File: config.mk
export PLATFORM = sky130hd
export DESIGN_NAME = noc_router_xy
export DESIGN_NICKNAME = d
export VERILOG_FILES = /design/src/rtl/noc_pkg.sv /design/src/rtl/noc_in_fifo.sv /design/src/rtl/noc_router_xy.sv
export SDC_FILE = /design/constraint.sdc
export NUM_CORES = 1
export LEC_CHECK = 0
export ABC_CLOCK_PERIOD_IN_PS = 11450
export BUFFER_PORTS_ARGS = -buffer_cell sky130_fd_sc_hd__buf_2
export CAP_MARGIN = 0
export CELL_PAD_IN_SITES_DETAIL_PLACEMENT = 0
export CELL_PAD_IN_SITES_GLOBAL_PLACEMENT = 2
export CORE_MARGIN = 2
export CORE_UTILIZATION = 35
export CTS_CLUSTER_DIAMETER = 150
export DETAILED_ROUTE_END_ITERATION = 6
export PLACE_DENSITY_LB_ADDON = 0.15
export SLEW_MARGIN = 10
export SYNTH_ARGS = -nofsm -noshare
export SYNTH_HDL_FRONTEND = slang
export SYNTH_SLANG_ARGS = --single-unit
File: constraint.sdc
create_clock -name clk -period 11.45 [get_ports clk]
set_input_delay 1.145 -clock clk [delete_from_list [all_inputs] [get_ports clk]]
set_output_delay 1.145 -clock clk [all_outputs]
set_load 0.02 [all_outputs]
File: src/rtl/noc_pkg.sv
// Shared types and helpers for the XY mesh router: flit layout, port encoding, route decode.
package noc_pkg;

  localparam int unsigned NOC_CW = 2;
  localparam int unsigned NOC_PW = 10;
  localparam int unsigned NOC_FLIT_W = 4 * NOC_CW + NOC_PW;
  localparam int unsigned NPORT = 5;

  // Field order fixes the wire layout: dst_x in the MSBs, payload in the LSBs.
  typedef struct packed {
    logic [NOC_CW-1:0] dst_x;
    logic [NOC_CW-1:0] dst_y;
    logic [NOC_CW-1:0] hop_x;
    logic [NOC_CW-1:0] hop_y;
    logic [NOC_PW-1:0] payload;
  } flit_t;

  typedef enum logic [2:0] {
    P_L = 3'd0,
    P_W = 3'd1,
    P_E = 3'd2,
    P_N = 3'd3,
    P_S = 3'd4
  } port_e;

  // Dimension-ordered routing: resolve X first, then Y; destination only.
  function automatic port_e xy_route(input flit_t f, input logic [NOC_CW-1:0] x,
                                     input logic [NOC_CW-1:0] y);
    port_e p;
    if (f.dst_x > x) begin
      p = P_E;
    end else if (f.dst_x < x) begin
      p = P_W;
    end else if (f.dst_y > y) begin
      p = P_N;
    end else if (f.dst_y < y) begin
      p = P_S;
    end else begin
      p = P_L;
    end
    return p;
  endfunction

  // Round-robin successor in L,W,E,N,S order.
  function automatic port_e next_port(input port_e p);
    port_e n;
    if (p == P_S) begin
      n = P_L;
    end else begin
      n = port_e'(p + 3'd1);
    end
    return n;
  endfunction

endpackage

File: src/rtl/noc_in_fifo.sv
// Per-input flit FIFO: registered occupancy count, power-of-2 depth, wrapping pointers.
module noc_in_fifo
  import noc_pkg::*;
#(
  parameter int unsigned DEPTH = 4
) (
  input  logic  clk_i,
  input  logic  rst_ni,
  input  logic  push_i,
  input  logic  pop_i,
  input  flit_t wdata_i,
  output flit_t head_o,
  output logic  full_o,
  output logic  empty_o
);

  localparam int unsigned AW = (DEPTH > 1) ? $clog2(DEPTH) : 1;
  localparam int unsigned CNTW = $clog2(DEPTH + 1);

  flit_t           mem_q [DEPTH];
  logic [AW-1:0]   wr_ptr_q, wr_ptr_d;
  logic [AW-1:0]   rd_ptr_q, rd_ptr_d;
  logic [CNTW-1:0] count_q, count_d;
  logic            do_push, do_pop;

  assign full_o  = (count_q == CNTW'(DEPTH));
  assign empty_o = (count_q == '0);
  // Guard against overflow/underflow even if the caller misbehaves.
  assign do_push = push_i & ~full_o;
  assign do_pop  = pop_i & ~empty_o;
  assign head_o  = mem_q[rd_ptr_q];

  // Pointer and count next-state; pointers wrap naturally because DEPTH is a power of 2.
  always_comb begin
    wr_ptr_d = wr_ptr_q;
    rd_ptr_d = rd_ptr_q;
    if (do_push) begin
      wr_ptr_d = wr_ptr_q + AW'(1);
    end
    if (do_pop) begin
      rd_ptr_d = rd_ptr_q + AW'(1);
    end
    count_d = count_q + CNTW'(do_push) - CNTW'(do_pop);
  end

  // Control state, cleared by reset so buffered flits are discarded.
  always_ff @(posedge clk_i or negedge rst_ni) begin
    if (!rst_ni) begin
      wr_ptr_q <= '0;
      rd_ptr_q <= '0;
      count_q  <= '0;
    end else begin
      wr_ptr_q <= wr_ptr_d;
      rd_ptr_q <= rd_ptr_d;
      count_q  <= count_d;
    end
  end

  // Storage array; contents are only meaningful below the count, so no reset needed.
  always_ff @(posedge clk_i) begin
    if (do_push) begin
      mem_q[wr_ptr_q] <= wdata_i;
    end
  end

endmodule

File: src/rtl/noc_router_xy.sv
// 5-port XY mesh router: buffered inputs, per-output round-robin arbitration,
// registered outputs with hop-coordinate rewrite on mesh-facing ports.
module noc_router_xy
  import noc_pkg::*;
#(
  parameter int unsigned CW    = NOC_CW,
  parameter int unsigned PW    = NOC_PW,
  parameter int unsigned DEPTH = 4
) (
  input  logic                          clk,
  input  logic                          rst,
  input  logic [CW-1:0]                 x_in,
  input  logic [CW-1:0]                 y_in,
  input  logic [NPORT-1:0]              in_valid,
  output logic [NPORT-1:0]              in_ready,
  input  logic [NPORT*(4*CW+PW)-1:0]    in_flit,
  output logic [NPORT-1:0]              out_valid,
  input  logic [NPORT-1:0]              out_ready,
  output logic [NPORT*(4*CW+PW)-1:0]    out_flit
);

  localparam int unsigned FLIT_W = 4 * CW + PW;

  flit_t            in_flit_s [NPORT];
  flit_t            head      [NPORT];
  port_e            route     [NPORT];
  logic [NPORT-1:0] full, empty, push, pop;
  logic [NPORT-1:0] req       [NPORT];  // req[o][i]: input i's head wants output o
  logic [NPORT-1:0] gnt       [NPORT];  // gnt[o][i]: output o takes input i's head
  logic             rdy_en_q, rdy_en_d;

  // Keeps in_ready low while reset is held and for the first edge after release.
  assign rdy_en_d = 1'b1;

  // Ready-enable flop.
  always_ff @(posedge clk or negedge rst) begin
    if (!rst) begin
      rdy_en_q <= 1'b0;
    end else begin
      rdy_en_q <= rdy_en_d;
    end
  end

  for (genvar i = 0; i < NPORT; i++) begin : g_in
    assign in_flit_s[i] = flit_t'(in_flit[i*FLIT_W +: FLIT_W]);
    assign in_ready[i]  = rdy_en_q & ~full[i];
    assign push[i]      = in_valid[i] & in_ready[i];

    noc_in_fifo #(
      .DEPTH (DEPTH)
    ) u_fifo (
      .clk_i   (clk),
      .rst_ni  (rst),
      .push_i  (push[i]),
      .pop_i   (pop[i]),
      .wdata_i (in_flit_s[i]),
      .head_o  (head[i]),
      .full_o  (full[i]),
      .empty_o (empty[i])
    );

    assign route[i] = xy_route(head[i], x_in, y_in);
  end

  // Request matrix: each non-empty head requests exactly one output.
  always_comb begin
    for (int unsigned o = 0; o < NPORT; o++) begin
      for (int unsigned i = 0; i < NPORT; i++) begin
        req[o][i] = ~empty[i] & (route[i] == port_e'(o));
      end
    end
  end

  // An input pops when whichever output it targets grants it.
  always_comb begin
    pop = '0;
    for (int unsigned o = 0; o < NPORT; o++) begin
      pop = pop | gnt[o];
    end
  end

  for (genvar o = 0; o < NPORT; o++) begin : g_out
    localparam bit IsLocal = (o == 0);

    port_e            ptr_q, ptr_d;
    port_e            sel;
    logic             can_load, gnt_vld;
    logic             valid_q, valid_d;
    flit_t            flit_q, flit_d;
    logic [NPORT-1:0] gnt_vec;
    logic [3:0]       cand;

    // The output register may take a new flit if it is empty or draining this cycle.
    assign can_load = ~valid_q | out_ready[o];

    // Round-robin scan of requesters starting at the pointer.
    always_comb begin
      gnt_vld = 1'b0;
      sel     = ptr_q;
      cand    = '0;
      for (int unsigned k = 0; k < NPORT; k++) begin
        cand = {1'b0, ptr_q} + 4'(k);
        if (cand >= 4'(NPORT)) begin
          cand = cand - 4'(NPORT);
        end
        if (can_load && !gnt_vld && req[o][cand[2:0]]) begin
          gnt_vld = 1'b1;
          sel     = port_e'(cand[2:0]);
        end
      end
    end

    // One-hot grant vector toward the input FIFOs.
    always_comb begin
      gnt_vec = '0;
      if (gnt_vld) begin
        gnt_vec[sel] = 1'b1;
      end
    end

    assign gnt[o] = gnt_vec;

    // Output register next-state: load on grant, hold while stalled, clear when drained.
    always_comb begin
      valid_d = valid_q;
      flit_d  = flit_q;
      ptr_d   = ptr_q;
      if (gnt_vld) begin
        valid_d = 1'b1;
        flit_d  = head[sel];
        if (!IsLocal) begin
          flit_d.hop_x = x_in;
          flit_d.hop_y = y_in;
        end
        ptr_d = next_port(sel);
      end else if (out_ready[o]) begin
        valid_d = 1'b0;
      end
    end

    // Output register and arbitration pointer.
    always_ff @(posedge clk or negedge rst) begin
      if (!rst) begin
        valid_q <= 1'b0;
        flit_q  <= '0;
        ptr_q   <= P_L;
      end else begin
        valid_q <= valid_d;
        flit_q  <= flit_d;
        ptr_q   <= ptr_d;
      end
    end

    assign out_valid[o]                   = valid_q;
    assign out_flit[o*FLIT_W +: FLIT_W]   = flit_q;
  end

endmodule

==> summary.md <==
| Metric | Value |
|---|---|
| Final-report max-slew violation count | 0 |
| HPWL after detailed placement | 74700 um |
| CP max-delay cell | sky130_fd_sc_hd__dfrtp_1 |
| Fraction of synthesized cell area taken by the top area cell type | 0.377 |
| Average vias per placed instance | 5.80 |
| Sum Neg Setup Slack | 0 ps |
| Clock latency on the worst-skew pair | 660 ps |
| Routing layer with the top usage in global route | met2 |
| Final worst-path cycle share | 0.642 |
| Area of the core | 0.0817 mm2 |
| Initial antenna violation count | 2 |
| Register-to-register path setup slack | 4100 ps |
| Layout overhead on the synthesized area | 13.7% |
| Count of routing violations after the opening detailed-route iteration | 1722 |
| Max Cap Violations | 0 |
| IO buf count | 205 |
| Root Buffer Master | sky130_fd_sc_hd__clkbuf_16 |
| Leading cell types in the layout, fill and taps excluded | sky130_fd_sc_hd__edfxtp_1 (360), sky130_fd_sc_hd__buf_2 (204), sky130_fd_sc_hd__nand2_1 (173) |
| Sequential share of the synthesized area | 0.504 |
| Num ports | 206 |
| Distinct cells, synth | 112 |
| FMAX | 136 MHz |
| CP startpoint | g_in[0].u_fifo.rd_ptr_q[1] |
| H-tree depth reported by CTS | 2 |
| # rows | 105 |
| Met1 Resource Use GR | 0.305 |
| Chip height | 290 um |
| Type of the worst setup path | flop to flop |
| Number of clock sinks | 506 |
| Clock-pin slew reported for the worst setup and hold paths after clock tree synthesis | 70 ps |
| Leading area contributor after synthesis | sky130_fd_sc_hd__edfxtp_1 |
| TritonCTS Buffers | 58 |
| Final Critical Period | 7350 ps |
| Initial cell density of the core | 0.351 |
| Average cell area after synthesis | 12.0 um2 |
| Number of hold buffers added after CTS | 0 |
| Wire length of the first global-routing pass | 147000 um |
| Detail Route Antenna Nets | 0 |
| Avg WL per Cell | 27.5 um |
| Rel. slew slack | 0.226 |
| Total Wirelength | 101000 um |
| Post-synthesis net count | 2605 |
| Post-route DRC | 0 |
| Area of the die | 0.0843 mm2 |
| TritonCTS clock tree | done |
| Largest cells by area after synthesis | sky130_fd_sc_hd__edfxtp_1 (38%), sky130_fd_sc_hd__dfrtp_1 (13%), sky130_fd_sc_hd__mux4_2 (7.5%), sky130_fd_sc_hd__ha_1 (4.3%), sky130_fd_sc_hd__mux2i_1 (4.1%) |
| Status | finished, final reports clean |
| Critical Path Fanout Max | 30 |
| Biggest cell delay along the critical path | 1010 ps |
| Share of layout cells above drive strength 1 | 0.206 |
| Required time at the worst-slack endpoint | 11980 ps |
| Worst setup EP type | flop |
| Die width | 290 um |
| Largest net degree at the start of global routing | 55 |
| FFs w/ async S/R, synth | 0.289 |
| CP cell instances | mux4_2, ha_1, nand2_1, or3_1, nor2_1, mux2_2, a211oi_1, nand3_1, a21o_1, nand2_2, inv_2, a41o_1, or4_4, ha_1, inv_1, ha_1, inv_1, fa_1, xnor2_1, xnor2_1 |
| Kind of path behind the tightest hold check | input pin to asynchronous set/reset pin |
| Total setup buffers inserted after CTS | 0 |
| Setup repair after global routing missed its margin | no |
| Yosys warnings | 0 |
| Arrival time of the worst setup path | 7880 ps |
| Nets | 2764 |
| Via count | 21282 |
| Diodes inserted | 0 |
| Leading cell type in the layout, fill and taps excluded | sky130_fd_sc_hd__edfxtp_1 |
| Worst Tran Pin Value | 1160 ps |
| First-pass iteration count of the detailed router | 7 |
| Flip-flop and latch count after synthesis | 506 |
| Reg-to-reg critical path startpoint | g_in[0].u_fifo.rd_ptr_q[1] |
| Most repeated library cell on the critical path | sky130_fd_sc_hd__ha_1 |
| Final worst hold slack | 486 ps |
| Global route overflow | 0 |
| Cell count after synthesis | 2390 |
| Dominant synthesized flop cell | sky130_fd_sc_hd__edfxtp_1 |
| Gp weighted congestion | 0.886 |
| GRT Total Usage | 0.234 |
| Via count of the first global-routing pass | 21392 |
| Utilization of the core after routing | 0.400 |
| Cell area after synthesis | 0.0287 mm2 |
| Final worst clock skew | 63.4 ps |
| Met2 layer usage reported by global route | 0.408 |
| Deepest clock path buffer count | 3 |
| Final hold violation count | 0 |
| Global routing met3 resource utilization | 0.0241 |
| CTS resizes | 0 |
| Crit start category | flop |
| Post-synth EDFFs | 360 |
| Total of endpoints with negative setup slack in the final report | 0 |
[Yosys cell counts, types with 39 or more instances]
master and n:
sky130_fd_sc_hd__nor2b_1 39, sky130_fd_sc_hd__clkbuf_1 65, sky130_fd_sc_hd__mux2i_1 118, sky130_fd_sc_hd__dfrtp_1 146, sky130_fd_sc_hd__a21oi_1 109, sky130_fd_sc_hd__nand3_1 61
sky130_fd_sc_hd__inv_1 95, sky130_fd_sc_hd__o21ai_0 81, sky130_fd_sc_hd__ha_1 99, sky130_fd_sc_hd__and3_1 52, sky130_fd_sc_hd__nor2_1 121, sky130_fd_sc_hd__edfxtp_1 360
sky130_fd_sc_hd__nor3_1 54, sky130_fd_sc_hd__buf_2 43, sky130_fd_sc_hd__nand2_1 173, sky130_fd_sc_hd__mux4_2 95
[stage by stage]
| step | worst slack, ps | instances | cell area [um2] |
|---|---|---|---|
| final | 4100 | 3669 | 32700 |
| after global routing | 3660 | 3669 | 32700 |
| after floorplan | 5120 | 2390 | 28700 |
| after global placement | 4170 | 3559 | 30700 |
| after CTS | 4150 | 3669 | 32700 |
| after detailed placement | 4130 | 3559 | 30700 |
[area by class of cell]
| type | instances | area, um2 |
|---|---|---|
| clock inverter | 41 | 428 |
| sequential | 506 | 14500 |
| tap | 1070 | 1340 |
| multi-input combinational | 1650 | 13300 |
| fill | 7847 | 49100 |
| timing repair buffer | 233 | 1240 |
| inverter | 100 | 375 |
| clock buffer | 69 | 1520 |
[cell families (layout without fill, tap and decap cells)]
group	after synthesis	in the layout	share of synthesized area
buf+inv	234	443	0.0348
other cells	1	1	0.000131
compound gates	557	557	0.140
simple gates	686	686	0.126
flops	506	506	0.504
xor+xnor	41	41	0.0128
mux	256	256	0.133
fa+ha+maj	109	109	0.0501
[final timing paths]
kind | depth (start not counted) | end
worst max-delay path | 20 | g_in[4].u_fifo.count_q[2]
worst max register to register | 20 | g_in[4].u_fifo.count_q[2]
worst min-delay path | 1 | out_flit[21]
max in group asynchronous | 3 | out_flit[48]
min in group clk | 2 | out_flit[47]
worst min register to register | 2 | out_flit[47]
[state kept, by name, summed over array words and instances, names as in the netlist]
register and flops:
g_in.u_fifo.mem_q 360, out_flit 90, g_in.u_fifo.count_q 15, g_out.ptr_q 15, g_in.u_fifo.rd_ptr_q 10, g_in.u_fifo.wr_ptr_q 10, g_out.valid_q 5, rdy_en_q 1
[layer usage]
layer,up-vias,share of wire
met5,-,0
met3,163,0.042
met1,10861,0.42
met4,0,0.036
met2,680,0.50
li1,9578,-
[worst max-delay path: cells and delay by family, from the launching register on]
| kind | cells | cell delay (ps) |
|---|---|---|
| buffers and inverters | 3 | 550 |
| AO/OA/AOI/OAI | 3 | 1310 |
| flip-flops | 1 | 1010 |
| multiplexers | 2 | 890 |
| adder cells (fa/ha/maj) | 4 | 1150 |
| AND/OR/NAND/NOR | 6 | 2030 |
| XOR/XNOR | 2 | 280 |
Power is left out: the tool's default activity adds up to more than one toggle a clock period on the data nets, which glitch-free logic cannot reach.
